### src/rtl/pkg_mpu.sv
// Shared definitions for the MPU host-side program loader.
// Holds the loader state encoding and the default buffer geometry.
package pkg_mpu;

    localparam int LDR_DEPTH = 16;
    localparam int LDR_WIDTH = 32;

    typedef enum logic [2:0] {
        IDLE,
        FILL,
        ARM,
        SEND,
        ERR
    } ldr_state_t;

endpackage

### src/rtl/prog_fifo.sv
// Synchronous program-word FIFO with flush; the head word is presented combinationally.
// DEPTH must be a power of two so the pointers wrap by natural overflow.
module prog_fifo #(
    parameter int DEPTH = 16,
    parameter int WIDTH = 32
) (
    input  logic                     clock,
    input  logic                     reset,
    input  logic                     i_push,
    input  logic                     i_pop,
    input  logic                     i_flush,
    input  logic [WIDTH-1:0]         i_data,
    output logic [WIDTH-1:0]         o_head,
    output logic [$clog2(DEPTH):0]   o_count,
    output logic                     o_full,
    output logic                     o_empty
);

    localparam int AW = $clog2(DEPTH);
    localparam logic [AW:0] CNT_FULL = (AW+1)'(DEPTH);

    logic [WIDTH-1:0] r_mem [DEPTH];
    logic [AW-1:0]    r_wrPtr;
    logic [AW-1:0]    r_rdPtr;
    logic [AW:0]      r_count;
    logic             w_doPush;
    logic             w_doPop;

    assign o_full   = (r_count == CNT_FULL);
    assign o_empty  = (r_count == '0);
    assign w_doPush = i_push && !o_full;
    assign w_doPop  = i_pop && !o_empty;
    assign o_head   = r_mem[r_rdPtr];
    assign o_count  = r_count;

    // Flush shares the reset path so a flushed buffer always restarts at slot 0.
    always_ff @(posedge clock) begin
        if (reset || i_flush) begin
            r_wrPtr <= '0;
            r_rdPtr <= '0;
            r_count <= '0;
        end else begin
            if (w_doPush) r_wrPtr <= r_wrPtr + 1'b1;
            if (w_doPop)  r_rdPtr <= r_rdPtr + 1'b1;
            r_count <= r_count + {{AW{1'b0}}, w_doPush} - {{AW{1'b0}}, w_doPop};
        end
    end

    always_ff @(posedge clock) begin
        if (w_doPush) r_mem[r_wrPtr] <= i_data;
    end

endmodule

### src/rtl/host_prog_loader.sv
// Buffers a host-supplied program and replays it to the engine instruction port
// once the engine signals it is waiting; oversize programs latch an error until cleared.
module host_prog_loader
    import pkg_mpu::*;
#(
    parameter int DEPTH = LDR_DEPTH,
    parameter int WIDTH = LDR_WIDTH
) (
    input  logic                     clock,
    input  logic                     reset,
    input  logic                     I_Valid,
    input  logic [WIDTH-1:0]         I_Data,
    input  logic                     I_Last,
    output logic                     O_Ready,
    output logic                     O_Req_IF,
    output logic [WIDTH-1:0]         O_Data_IF,
    input  logic                     I_Wait,
    input  logic                     I_Stall,
    input  logic                     I_Clear,
    output logic [$clog2(DEPTH):0]   O_Count,
    output logic                     O_Done,
    output logic                     O_Err
);

    localparam int CW = $clog2(DEPTH) + 1;
    localparam logic [CW-1:0] CNT_LAST = CW'(DEPTH - 1);
    localparam logic [CW-1:0] CNT_ONE  = CW'(1);

    ldr_state_t      r_state;
    ldr_state_t      w_nextState;
    logic            r_done;
    logic            w_xfer;
    logic            w_push;
    logic            w_pop;
    logic            w_flush;
    logic [WIDTH-1:0] w_head;
    logic [CW-1:0]   w_count;
    logic            w_full;
    logic            w_empty;

    prog_fifo #(
        .DEPTH (DEPTH),
        .WIDTH (WIDTH)
    ) u_fifo (
        .clock   (clock),
        .reset   (reset),
        .i_push  (w_push),
        .i_pop   (w_pop),
        .i_flush (w_flush),
        .i_data  (I_Data),
        .o_head  (w_head),
        .o_count (w_count),
        .o_full  (w_full),
        .o_empty (w_empty)
    );

    assign O_Ready   = ((r_state == IDLE) || (r_state == FILL)) && !w_full;
    assign w_xfer    = I_Valid && O_Ready;
    assign w_push    = w_xfer && !I_Clear;
    assign O_Req_IF  = (r_state == SEND) && !I_Stall && !w_empty;
    assign w_pop     = O_Req_IF;
    assign O_Data_IF = (r_state == SEND) ? w_head : '0;
    assign O_Count   = w_count;
    assign O_Done    = r_done;
    assign O_Err     = (r_state == ERR);
    // Flushing on the overflowing transfer itself means O_Count already reads 0 when O_Err rises.
    assign w_flush   = I_Clear || (r_state == ERR) || (w_nextState == ERR);

    always_ff @(posedge clock) begin
        if (reset) begin
            r_state <= IDLE;
            r_done  <= 1'b0;
        end else begin
            r_state <= w_nextState;
            r_done  <= !I_Clear && (r_state == SEND) && w_pop && (w_count == CNT_ONE);
        end
    end

    always_comb begin
        w_nextState = r_state;
        if (I_Clear) begin
            w_nextState = IDLE;
        end else begin
            case (r_state)
                IDLE: if (w_xfer) w_nextState = I_Last ? ARM : FILL;
                FILL: begin
                    if (w_xfer) begin
                        if (I_Last)                    w_nextState = ARM;
                        else if (w_count == CNT_LAST)  w_nextState = ERR;
                    end
                end
                ARM:  if (I_Wait) w_nextState = SEND;
                SEND: if (w_pop && (w_count == CNT_ONE)) w_nextState = IDLE;
                ERR:  w_nextState = ERR;
                default: w_nextState = IDLE;
            endcase
        end
    end

endmodule

### config.mk
export PLATFORM = sky130hd
export DESIGN_NAME = host_prog_loader
export DESIGN_NICKNAME = d
export VERILOG_FILES = /design/src/rtl/pkg_mpu.sv /design/src/rtl/prog_fifo.sv /design/src/rtl/host_prog_loader.sv
export SDC_FILE = /design/constraint.sdc
export NUM_CORES = 1
export LEC_CHECK = 0
export CAP_MARGIN = 5
export CORE_UTILIZATION = 51
export CTS_BUF_LIST = sky130_fd_sc_hd__clkbuf_4
export CTS_CLUSTER_SIZE = 20
export DETAILED_ROUTE_END_ITERATION = 10
export GPL_TIMING_DRIVEN = 1
export PLACE_DENSITY_LB_ADDON = 0.1
export SYNTH_ARGS = -nofsm -noshare
export SYNTH_HDL_FRONTEND = slang
export SYNTH_SLANG_ARGS = --single-unit
### constraint.sdc
create_clock -name clock -period 5.1 [get_ports clock]
set_clock_uncertainty 0.2 [all_clocks]
set_input_delay 0.51 -clock clock [delete_from_list [all_inputs] [get_ports clock]]
set_output_delay 0.51 -clock clock [all_outputs]
set_load 0.1 [all_outputs]
## Word-level counts from Yosys, hierarchy flattened

Memory sizes are Yosys's and may differ from the RTL's. A register that Yosys moved wholly into a read port is not among the register bits.
Cells that the tools add are included.

| cells by class | value |
|---|---|
| equal/unequal tests | 8 |
| $add $sub $neg | 4 |
| reductions and logical operators | 21 |
| muxes and demuxes | 14 |

Operators by type and width:

| cell | number |
|---|---|
| 32-bit two-way mux | 1 |
| 3-bit two-way mux | 7 |
| 3-bit one-hot mux with 5 select lines | 1 |
| 1-bit logical AND | 11 |
| 4-bit by 1-bit adder with 4-bit output, second input constant | 2 |
| 4-bit two-way mux | 2 |
| 3-bit by 2-bit equality test with 1-bit output, second input constant | 2 |
| 3-bit equality test, second input constant | 2 |
| 5-bit by 1-bit adder with 5-bit output | 1 |
| 5-bit by 1-bit equality test with 1-bit output, second input constant | 1 |
| 5-bit by 4-bit equality test with 1-bit output, second input constant | 1 |
| 5-bit equality test, second input constant | 1 |
| 5-bit zero test | 1 |
| 5-bit by 1-bit subtractor with 5-bit output | 1 |
| 1-bit zero test | 4 |
| 1-bit logical OR | 4 |
| 3-bit by 1-bit equality test with 1-bit output, second input constant | 1 |
| 3-bit zero test | 1 |
| 1-bit two-way mux | 2 |
| 2-bit two-way mux | 1 |

| storage, ports and cells | value |
|---|---|
| bits of input ports | 39 |
| memories kept | 1 |
| word-level logic and storage cells | 53 |
| output and inout bits | 41 |
| bits in writable memories | 512 |
| register bits | 17 |

Memories:

| memory | depth | width | rd ports | clocked after memory_dff | wr ports | RTL line | source |
|---|---|---|---|---|---|---|---|
| u_fifo.r_mem | 16 | 32 | 1 | 1 | 1 | prog_fifo.sv:22 | `logic [WIDTH-1:0] r_mem [DEPTH];` |

## Logic depth before layout (Yosys ltp)

Gate-level depths: netlist (run 1).

| depth | value |
|---|---|
| depth in word-level cells | 11 |
| mapped depth | 13 |
| mapped depth without buffers | 13 |

## By module

A second synthesis (run 1) with hierarchy kept.

| second synthesis, totals | value |
|---|---|
| cells, all modules | 970 |
| area, all modules | 20527.2 sq um |

Modules (own cells, without submodules):

| module | cells an instance | area an instance (sq um) | seq. area each (sq um) | times used |
|---|---|---|---|---|
| prog_fifo | 895 | 20021.7 | 15715.1 | 1 |
| host_prog_loader | 75 | 505.5 | 80.1 | 1 |

## Worst setup path before layout (run 1)

OpenSTA, ideal clock, no wires.

| timing path | value |
|---|---|
| kind | flip-flop to flip-flop |
| start point | register u_fifo.r_count[2] (netlist: u_fifo.o_count[2]) |
| end point | register u_fifo.r_count[4] (netlist: u_fifo.o_count[4]) |
| library setup time | 0.121 ns |
| slack | -0.987 ns |
| data required time | 4.779 ns |
| arrival time | 5.766 ns |
| period minus slack after synthesis | 6.087 ns |
| stages on the path, launching flop included | 14 |
| buffers on the path | 0 |
| cell sequence | dfxtp_1 -> inv_1 -> ha_1 -> nor4b_1 -> nor3b_1 -> ha_1 -> inv_1 -> ha_1 -> inv_1 -> fa_1 -> nand2b_1 -> a21oi_1 -> o21ai_0 -> nor3b_1 |

| on the way | value |
|---|---|
| cells in the longest elaborated chain, start to end | 10 |
| elaborated cells between the ends (all ways) | 25 |
| classes of those cells | add/sub: 2; eq/ne: 4; mux: 7; reduce/logical: 12 |

Ends and longest elaborated chain:

| what | RTL line | source |
|---|---|---|
| start: declaration | prog_fifo.sv:25 | `logic [AW:0] r_count;` |
| start signal: assignment | prog_fifo.sv:45 | `r_count <= r_count + {{AW{1'b0}}, w_doPush} - {{AW{1'b0}}, w_doPop};` |
| 5-bit zero test (*) | prog_fifo.sv:30 | `assign o_empty = (r_count == '0);` |
| 1-bit zero test (*) | host_prog_loader.sv:60 | `assign O_Req_IF = (r_state == SEND) && !I_Stall && !w_empty;` |
| 1-bit logical AND (*) | host_prog_loader.sv:60 |  |
| named net O_Req_IF | host_prog_loader.sv:15 | `output logic O_Req_IF,` |
| 1-bit logical AND | host_prog_loader.sv:93 | `SEND: if (w_pop && (w_count == CNT_ONE)) w_nextState = IDLE;` |
| 3-bit two-way mux | host_prog_loader.sv:93 |  |
| 3-bit one-hot mux with 5 select lines | host_prog_loader.sv:84 | `case (r_state)` |
| 3-bit two-way mux | host_prog_loader.sv:81 | `if (I_Clear) begin` |
| 3-bit equality test | host_prog_loader.sv:67 | `assign w_flush = I_Clear \|\| (r_state == ERR) \|\| (w_nextState == ERR);` |
| 1-bit logical OR | host_prog_loader.sv:67 |  |
| 1-bit logical OR | prog_fifo.sv:38 | `if (reset \|\| i_flush) begin` |

The timed path passes the listed nets; every way through them passes the cells marked *.
A chain may end at the register's enable or synchronous reset.

## Final worst setup path (run 1)

| timing path | value |
|---|---|
| start point | register r_state[0] |
| end point | output O_Data_IF[28] |

| on the way | value |
|---|---|
| cells in the longest elaborated chain, start to end | 2 |

Ends and longest elaborated chain:

| what | RTL line | source |
|---|---|---|
| start: declaration | host_prog_loader.sv:29 | `ldr_state_t r_state;` |
| start signal: assignment | host_prog_loader.sv:74 | `r_state <= w_nextState;` |
| 3-bit by 2-bit equality test with 1-bit output | host_prog_loader.sv:62 | `assign O_Data_IF = (r_state == SEND) ? w_head : '0;` |
| 32-bit two-way mux | host_prog_loader.sv:62 |  |
| end: declaration | host_prog_loader.sv:16 | `output logic [WIDTH-1:0] O_Data_IF,` |

No other way between the ends.

==> results.txt, run 1 <==
final hold violations = 0
Worst-Skew Late Latency = 0.80 ns
worst vdd ir = 0.175 mV
GRT overflow = 0
Final period util = 91.0%
layout cells sized above 1 = 34.7%
Hold EP = O_Done$_SDFF_PP0_
Compound-Gate Fraction of Synth Area = 2.64%
Leak = 0.00754 uW
initial antenna violation count = 1
worst min-delay path category = input port to flip-flop
Post-synth EDFFs = 512
CP Class = flip-flop to primary output
met1 Use GR = 30.2%
critical path's largest stage delay = 1.14 ns
sink count of the clock tree = 533
vias in the first global route = 10844
met2 usage = 33.6%
std cell rows = 72
Hold Path Stages = 2
H-tree depth = 4
ANT nets after route = 0
post_cts resized = 0
# hold bufs at CTS = 0
cell family with most CP delay = buffers and inverters
CTS tree = yes
IO Pins = 80
r2r worst-path depth = 8
xor/xnor cell area share of the yosys netlist = 0.389%
Max Slew Vio Count = 0
first-pass GRT wire length = 64.1 mm
CTS root buf = clkbuf_4
multi-input logic area = 4350 um2
Placer Congestion = 0.768
Placeable Area = 38900 um2
Ys Warns = 0
drt first-iter violations = 817
detailed-router iteration count before antenna repair = 6
detailed placement HPWL = 23.3 mm
mux share of post-synthesis cell area = 14.3%
status = complete, no violations
reg2reg end = u_fifo.r_mem[8][7]$_DFFE_PP_
simple-gate share of the synthesized area = 2.58%
Top FF cell, synth = edfxtp_1
slowest CP cell = clkdlybuf4s50_1
met3 GRT Util = 4.81%
Worst-Margin Slew = 0.977 ns
WL final = 42.0 mm
post-route minimum period = 4.64 ns
crit path buf inv count = 2
#FFs+latches synth = 533
adder and majority cell fraction of the synthesized area = 0.840%
RSZ-0062 raised after global routing = false
die area = 40500 um2
routed vias/inst = 5.77
largest net degree at the start of global routing = 41
syn avg cell area = 21.9 um2
power per cell area = 362 nW/um2
Post-Syn Area = 20300 um2
initial core utilization = 52.1%
final core area utilization = 60.8%
Cells after Synth = 927
IO Port Bufs = 79
FF-to-FF Start = u_fifo.o_count[2]$_SDFF_PP0_
Die Y = 201 um
Syn-to-layout area delta = 16.8%
number of setup buffers added after CTS = 0
WP data arrival = 3.93 ns
fillers = 2857
fin nets = 1195
Tot GR Track Use = 21.6%
Die Wd = 201 um
relative slew slack = 34.7%
sequential cell area = 15800 um2
GR peak layer = met2
clk buf depth = 3
register-to-register setup slack = 1.74 ns
worst-path maximum fanout = 11
critical path capture point type = primary output
wire per inst = 24.1 um
Worst EP required = 4.39 ns
sequential area share after synthesis = 78.0%
final setup vio count = 0
crit path launch type = flip-flop
DR vias = 10049
dominant combinational cell family by area after synthesis = multiplexers
total DRC errors in the routed layout = 0
setup_tns = 0 ns
library cells used by synthesis = 40
crit-path cells = nand3b_1 > nor3_2 > buf_4 > a22oi_1 > nand2_1 > clkdlybuf4s50_1
Min-Delay Startpoint = reset
Post-Syn Nets = 979
max-capacitance violation count = 0
Peak Freq = 215 MHz
total CTS buffers = 137
asr flop ratio synth = 0%
Clock transition at path regs = 0.07 ns
## registers in the layout, indices dropped and copies added, names as in the netlist, named ones only
| register | cells |
|---|---|
| O_Done | 1 |
| r_state | 3 |
| u_fifo.o_count | 5 |
| u_fifo.r_mem | 512 |
| u_fifo.r_rdPtr | 4 |
| u_fifo.r_wrPtr | 4 |
## layout make-up
cell class / instances / area share (%)
antenna: 1 / 0.0106
clock buffer: 189 / 6.00
clock inverter: 29 / 1.17
inverter: 14 / 0.222
multi-input combinational: 333 / 18.4
sequential: 533 / 66.8
tap: 518 / 2.74
timing repair buffer: 124 / 4.66
## synthesized netlist by cell type (2+ instances only)
| master | count | share of area, % |
|---|---|---|
| edfxtp_1 | 512 | 76 |
| mux4_2 | 128 | 14 |
| a22oi_1 | 64 | 2.4 |
| nand2_1 | 37 | 0.69 |
| nor2_1 | 31 | 0.57 |
| clkbuf_1 | 27 | 0.50 |
| dfxtp_1 | 21 | 2.1 |
| buf_2 | 16 | 0.40 |
| inv_1 | 14 | 0.26 |
| ha_1 | 12 | 0.74 |
| nor3_1 | 10 | 0.25 |
| xnor2_1 | 7 | 0.30 |
| nand2b_1 | 4 | 0.12 |
| nor4_1 | 4 | 0.12 |
| a21oi_1 | 3 | 0.074 |
| nand3_1 | 3 | 0.074 |
| nor2b_1 | 3 | 0.093 |
| nor3b_1 | 3 | 0.11 |
| o21ai_0 | 3 | 0.074 |
| buf_4 | 2 | 0.074 |
| mux2i_1 | 2 | 0.099 |
| nor4b_1 | 2 | 0.086 |
| xor2_1 | 2 | 0.086 |
## cells in the final DEF, fill, tap and decap left out, drive strengths merged, types with 21 or more instances in the layout
cell type,count
mux4,128
a22oi,64
clkdlybuf4s50,59
edfxtp,512
dfxtp,21
buf,65
clkbuf,189
nor2,32
nand2,37
## worst max-delay path by stage
| stage | to | slack (ns) | depth (start not counted) | startpoint |
|---|---|---|---|---|
| finish | O_Data_IF[28] | 0.46 | 6 | r_state[0]$_SDFF_PP0_ |
| global route | O_Data_IF[18] | 0.26 | 6 | r_state[0]$_SDFF_PP0_ |
| CTS | O_Data_IF[29] | 0.35 | 6 | r_state[0]$_SDFF_PP0_ |
| detailed placement | O_Data_IF[18] | 1.26 | 6 | r_state[0]$_SDFF_PP0_ |
| global placement | O_Data_IF[29] | 1.29 | 6 | r_state[0]$_SDFF_PP0_ |
| floorplan | u_fifo.r_mem[0][0]$_DFFE_PP_ | 0.01 | 7 | u_fifo.o_count[2]$_SDFF_PP0_ |
## layer usage
metal | share of wire, % | vias up
met5 | 0 | -
met4 | 1.4 | 0
met3 | 5.8 | 41
met2 | 49 | 353
met1 | 44 | 5260
li1 | - | 4395
## cell families after synthesis
kind of cell | Yosys count
AO/OA/AOI/OAI | 73
AND/OR/NAND/NOR | 108
buffers and inverters | 61
XOR/XNOR | 9
multiplexers | 130
adder cells (fa/ha/maj) | 13
flip-flops | 533
## where the power goes
group | internal (uW) | switching [uW] | leakage, uW
Combinational | 49.1 | 102 | 0.00177
Clock | 1960 | 1630 | 0.000993
Sequential | 4810 | 6.01 | 0.00478
## stage by stage
stage               hold slack [ns]  total power (uW)  area, um2  setup slack [ns]  instances
CTS                          0.0113              8680      23700             0.353       1740
global placement              0.312              5060      22000              1.29       1522
global route                 0.0503              8910      23700             0.257       1741
detailed placement            0.324              5070      22000              1.26       1522
finish                        0.111              8550      23700             0.457       1741
floorplan                     0.290              4960      20300            0.0119        927
Power figures use the tool's default switching activity.
==> run 2: changes to the inputs <==
--- a/config.mk
+++ b/config.mk
@@ -5,6 +5,7 @@
 export SDC_FILE = /design/constraint.sdc
 export NUM_CORES = 1
 export LEC_CHECK = 0
+export ABC_AREA = 1
 export CAP_MARGIN = 5
 export CORE_UTILIZATION = 51
 export CTS_BUF_LIST = sky130_fd_sc_hd__clkbuf_4
==> run 2 against run 1 <==
Maximum frequency rose by 9.8%. Critical endpoint is now O_Data_IF[30]. Global-route usage increased by 3.0 points. Highest routed layer unchanged. Critical path depth increased by 3. Sequential share of layout area fell by 4.0 points. Count of clock-buffer cells in the layout grew 23. Cell count grew 57%. Setup slack better by 0.42 ns.
==> results.txt, run 2 <==
status = complete, no violations
most common cell after layout, fill and taps aside = edfxtp_1
cell area after placement = 23200 um2 (+5.8%)
Syn-to-layout area delta = 14.8%
Post-Syn Nets = 2006 (+100%)
power per cell area = 358 nW/um2 (-1.0%)
Worst Slack Setup Final = 0.872 ns (+0.415 ns)
WP data arrival = 3.52 ns (-0.41 ns)
dominant combinational cell family by area after synthesis = simple AND/OR/NAND/NOR gates
Compound-Gate Fraction of Synth Area = 3.94% (+1.3 points)
#FFs+latches synth = 533 (unchanged)
std cell rows = 75 (+4.2%)
Min-Delay Startpoint = I_Clear
Worst-Margin Slew = 1.29 ns (+0.308 ns)
H-tree depth = 4 (unchanged)
simple-gate share of the synthesized area = 18.9% (+16 points)
r2r worst-path depth = 8 (unchanged)
CP Class = flip-flop to primary output
Top FF cell, synth = edfxtp_1
syn avg cell area = 11.2 um2 (-49%)
CTS root buf = clkbuf_4
Synth area leader = edfxtp_1
Hold EP = O_Done$_SDFF_PP0_
Ys Warns = 0 (unchanged)
worst-path maximum fanout = 99 (+88)
reg2reg end = u_fifo.r_mem[1][9]$_DFFE_PP_
mux share of post-synthesis cell area = 0% (-14 points)
FF-to-FF Start = u_fifo.o_count[3]$_SDFF_PP0_
most instantiated cells after synthesis = edfxtp_1, nand2_1, nor2_1
critical path capture point type = primary output
Peak Freq = 237 MHz (+9.8%)
total CTS buffers = 139 (+1.5%)
die area = 43800 um2 (+8.1%)
Top reg by flops = u_fifo.r_mem
layout cells sized above 1 = 14.2% (-21 points)
fin nets = 2145 (+79%)
Post-Syn Area = 21900 um2 (+8.2%)
final setup vio count = 0 (unchanged)
Post-synth EDFFs = 512 (unchanged)
DR vias = 14761 (+47%)
fillers = 3515 (+23%)
asr flop ratio synth = 0% (unchanged)
library cells used by synthesis = 24 (-40%)
routed vias/inst = 5.41 (-6.3%)
CTS tree = yes
crit path launch type = flip-flop
detailed-router iteration count before antenna repair = 5 (-1)
max-capacitance violation count = 0 (unchanged)
Worst EP required = 4.39 ns (about the same)
IO Port Bufs = 79 (unchanged)
Leak = 0.00942 uW (+25%)
Synth top area share = 70.1% (-5.8 points)
WL final = 52.4 mm (+25%)
count leader, synth = edfxtp_1
number of setup buffers added after CTS = 0 (unchanged)
clk buf depth = 3 (unchanged)
Final period util = 82.9% (-8.1 points)
Worst-Skew Late Latency = 0.83 ns (+0.03 ns)
Post-Place Worst Slack = 1.40 ns (+0.142 ns)
Clock transition at path regs = 0.06 ns (about the same)
Cells after Synth = 1954 (+110%)
main area contributors after synthesis = edfxtp_1, nand2_1, nand3_1, nor2_1, o21ai_0
worst min-delay path category = input port to flip-flop
Max Slew Vio Count = 0 (unchanged)
register-to-register setup slack = 1.61 ns (-0.13 ns)
vias in the first global route = 14895 (+37%)
post-route minimum period = 4.23 ns (-0.415 ns)
first-pass GRT wire length = 81.6 mm (+27%)
flip-flop count of the largest register after layout = 512 (unchanged)
Tot GR Track Use = 24.6% (+3.0 points)
initial core utilization = 52.0% (about the same)
ANT nets after route = 0 (unchanged)
initial antenna violation count = 1 (unchanged)
GRT overflow = 0 (unchanged)
largest net degree at the start of global routing = 165 (+300%)
drt first-iter violations = 1168 (+43%)
Die Y = 209 um (+4.0%)
Hold Path Stages = 2 (unchanged)
final core area utilization = 59.7% (-1.1 points)
worst vdd ir = 0.181 mV (+3.2%)
setup_tns = 0 ns (unchanged)
design area = 25200 um2 (+6.4%)
adder and majority cell fraction of the synthesized area = 0.776% (-0.064 points)
sequential area share after synthesis = 72.0% (-5.9 points)
wire per inst = 19.2 um (-20%)
relative slew slack = 14.1% (-21 points)
commonest cells after routing, fill and taps aside = edfxtp_1, nand2_1, nor2_1, nand3_1, clkbuf_4
Die Wd = 209 um (+4.0%)
total DRC errors in the routed layout = 0 (unchanged)
IO Pins = 80 (unchanged)
RSZ-0062 raised after global routing = false
xor/xnor cell area share of the yosys netlist = 0.399% (+0.010 points)
Placeable Area = 42100 um2 (+8.3%)
total power = 9010 uW (+5.3%)
detailed placement HPWL = 27.0 mm (+16%)
final hold violations = 0 (unchanged)
sink count of the clock tree = 533 (unchanged)
Placer Congestion = 0.794 (+3.5%)
-- run 2: changes by cell type after synthesis, sizes merged, moves of 5 or more --
cell | previous run | this run
a21oi | 3 | 38
a22oi | 64 | 0
buf | 19 | 49
clkbuf | 28 | 60
inv | 14 | 100
mux4 | 128 | 0
nand2 | 37 | 471
nand3 | 3 | 236
nor2 | 32 | 304
nor3 | 11 | 2
o21ai | 3 | 130
xor2 | 2 | 7
-- run 2: cell type report --
| type | instances | area [um2] | share of cell area [%] |
|---|---|---|---|
| clock buffer | 212 | 1590 | 6.32 |
| multi-input combinational | 1212 | 5380 | 21.4 |
| inverter | 100 | 382 | 1.52 |
| tap | 539 | 674 | 2.68 |
| clock inverter | 25 | 330 | 1.31 |
| antenna | 1 | 2.50 | 0.00994 |
| sequential | 533 | 15800 | 62.8 |
| timing repair buffer | 107 | 998 | 3.97 |
-- run 2: worst max-delay path by stage --
stage          cells past startpoint                           end  slack (ns)
6_report                           9                 O_Data_IF[30]        0.87
3_5_place_dp                       6  u_fifo.r_mem[1][4]$_DFFE_PP_        1.40
5_1_grt                            9                 O_Data_IF[30]        0.68
3_3_place_gp                       7  u_fifo.r_mem[1][2]$_DFFE_PP_        1.53
4_1_cts                            9                 O_Data_IF[30]        0.82
2_1_floorplan                      7  u_fifo.r_mem[0][0]$_DFFE_PP_        1.01
-- run 2: what timing repair did --
item,CTS,global route
hold buffers,1,0
hold endpoints to repair,1,0
resized for setup,0,0
-- run 2: metal layers --
metal  GRT usage [%]  part of all wire (%)  up-vias
met5               0                     0        -
met4            10.9                   2.5        0
met2            40.5                    48      493
met1            32.0                    44     7132
li1                -                     -     7037
met3            4.76                   6.1       99
-- run 2: kinds of logic after synthesis --
kind of cell | after synthesis
flip-flops | 533
AND/OR/NAND/NOR | 1018
buffers and inverters | 209
XOR/XNOR | 10
AO/OA/AOI/OAI | 171
adder cells (fa/ha/maj) | 13
-- run 2: critical path, stage by stage, from the launching register on --
cell	delay, ns
dfxtp_4	0.48
inv_6	0.58
buf_4	0.41
nand2_1	0.08
nand2_1	0.07
nand2_1	0.05
nand3_1	0.12
nand3_1	0.10
a21oi_1	0.34
buf_4	0.36
-- run 2: through the flow --
| stage | cells | hold slack [ns] |
|---|---|---|
| after floorplan | 1954 | 0.300 |
| after global placement | 2490 | 0.323 |
| after detailed placement | 2490 | 0.352 |
| after CTS | 2728 | 0.00218 |
| after global routing | 2729 | 0.0622 |
| final | 2729 | 0.115 |
-- run 2: report_power, final --
group          internal (uW)  switching (uW)  total, uW
Combinational           47.5             120        168
Sequential              4810            5.78       4820
Clock                   2330            1690       4020
Total                   7190            1810       9010
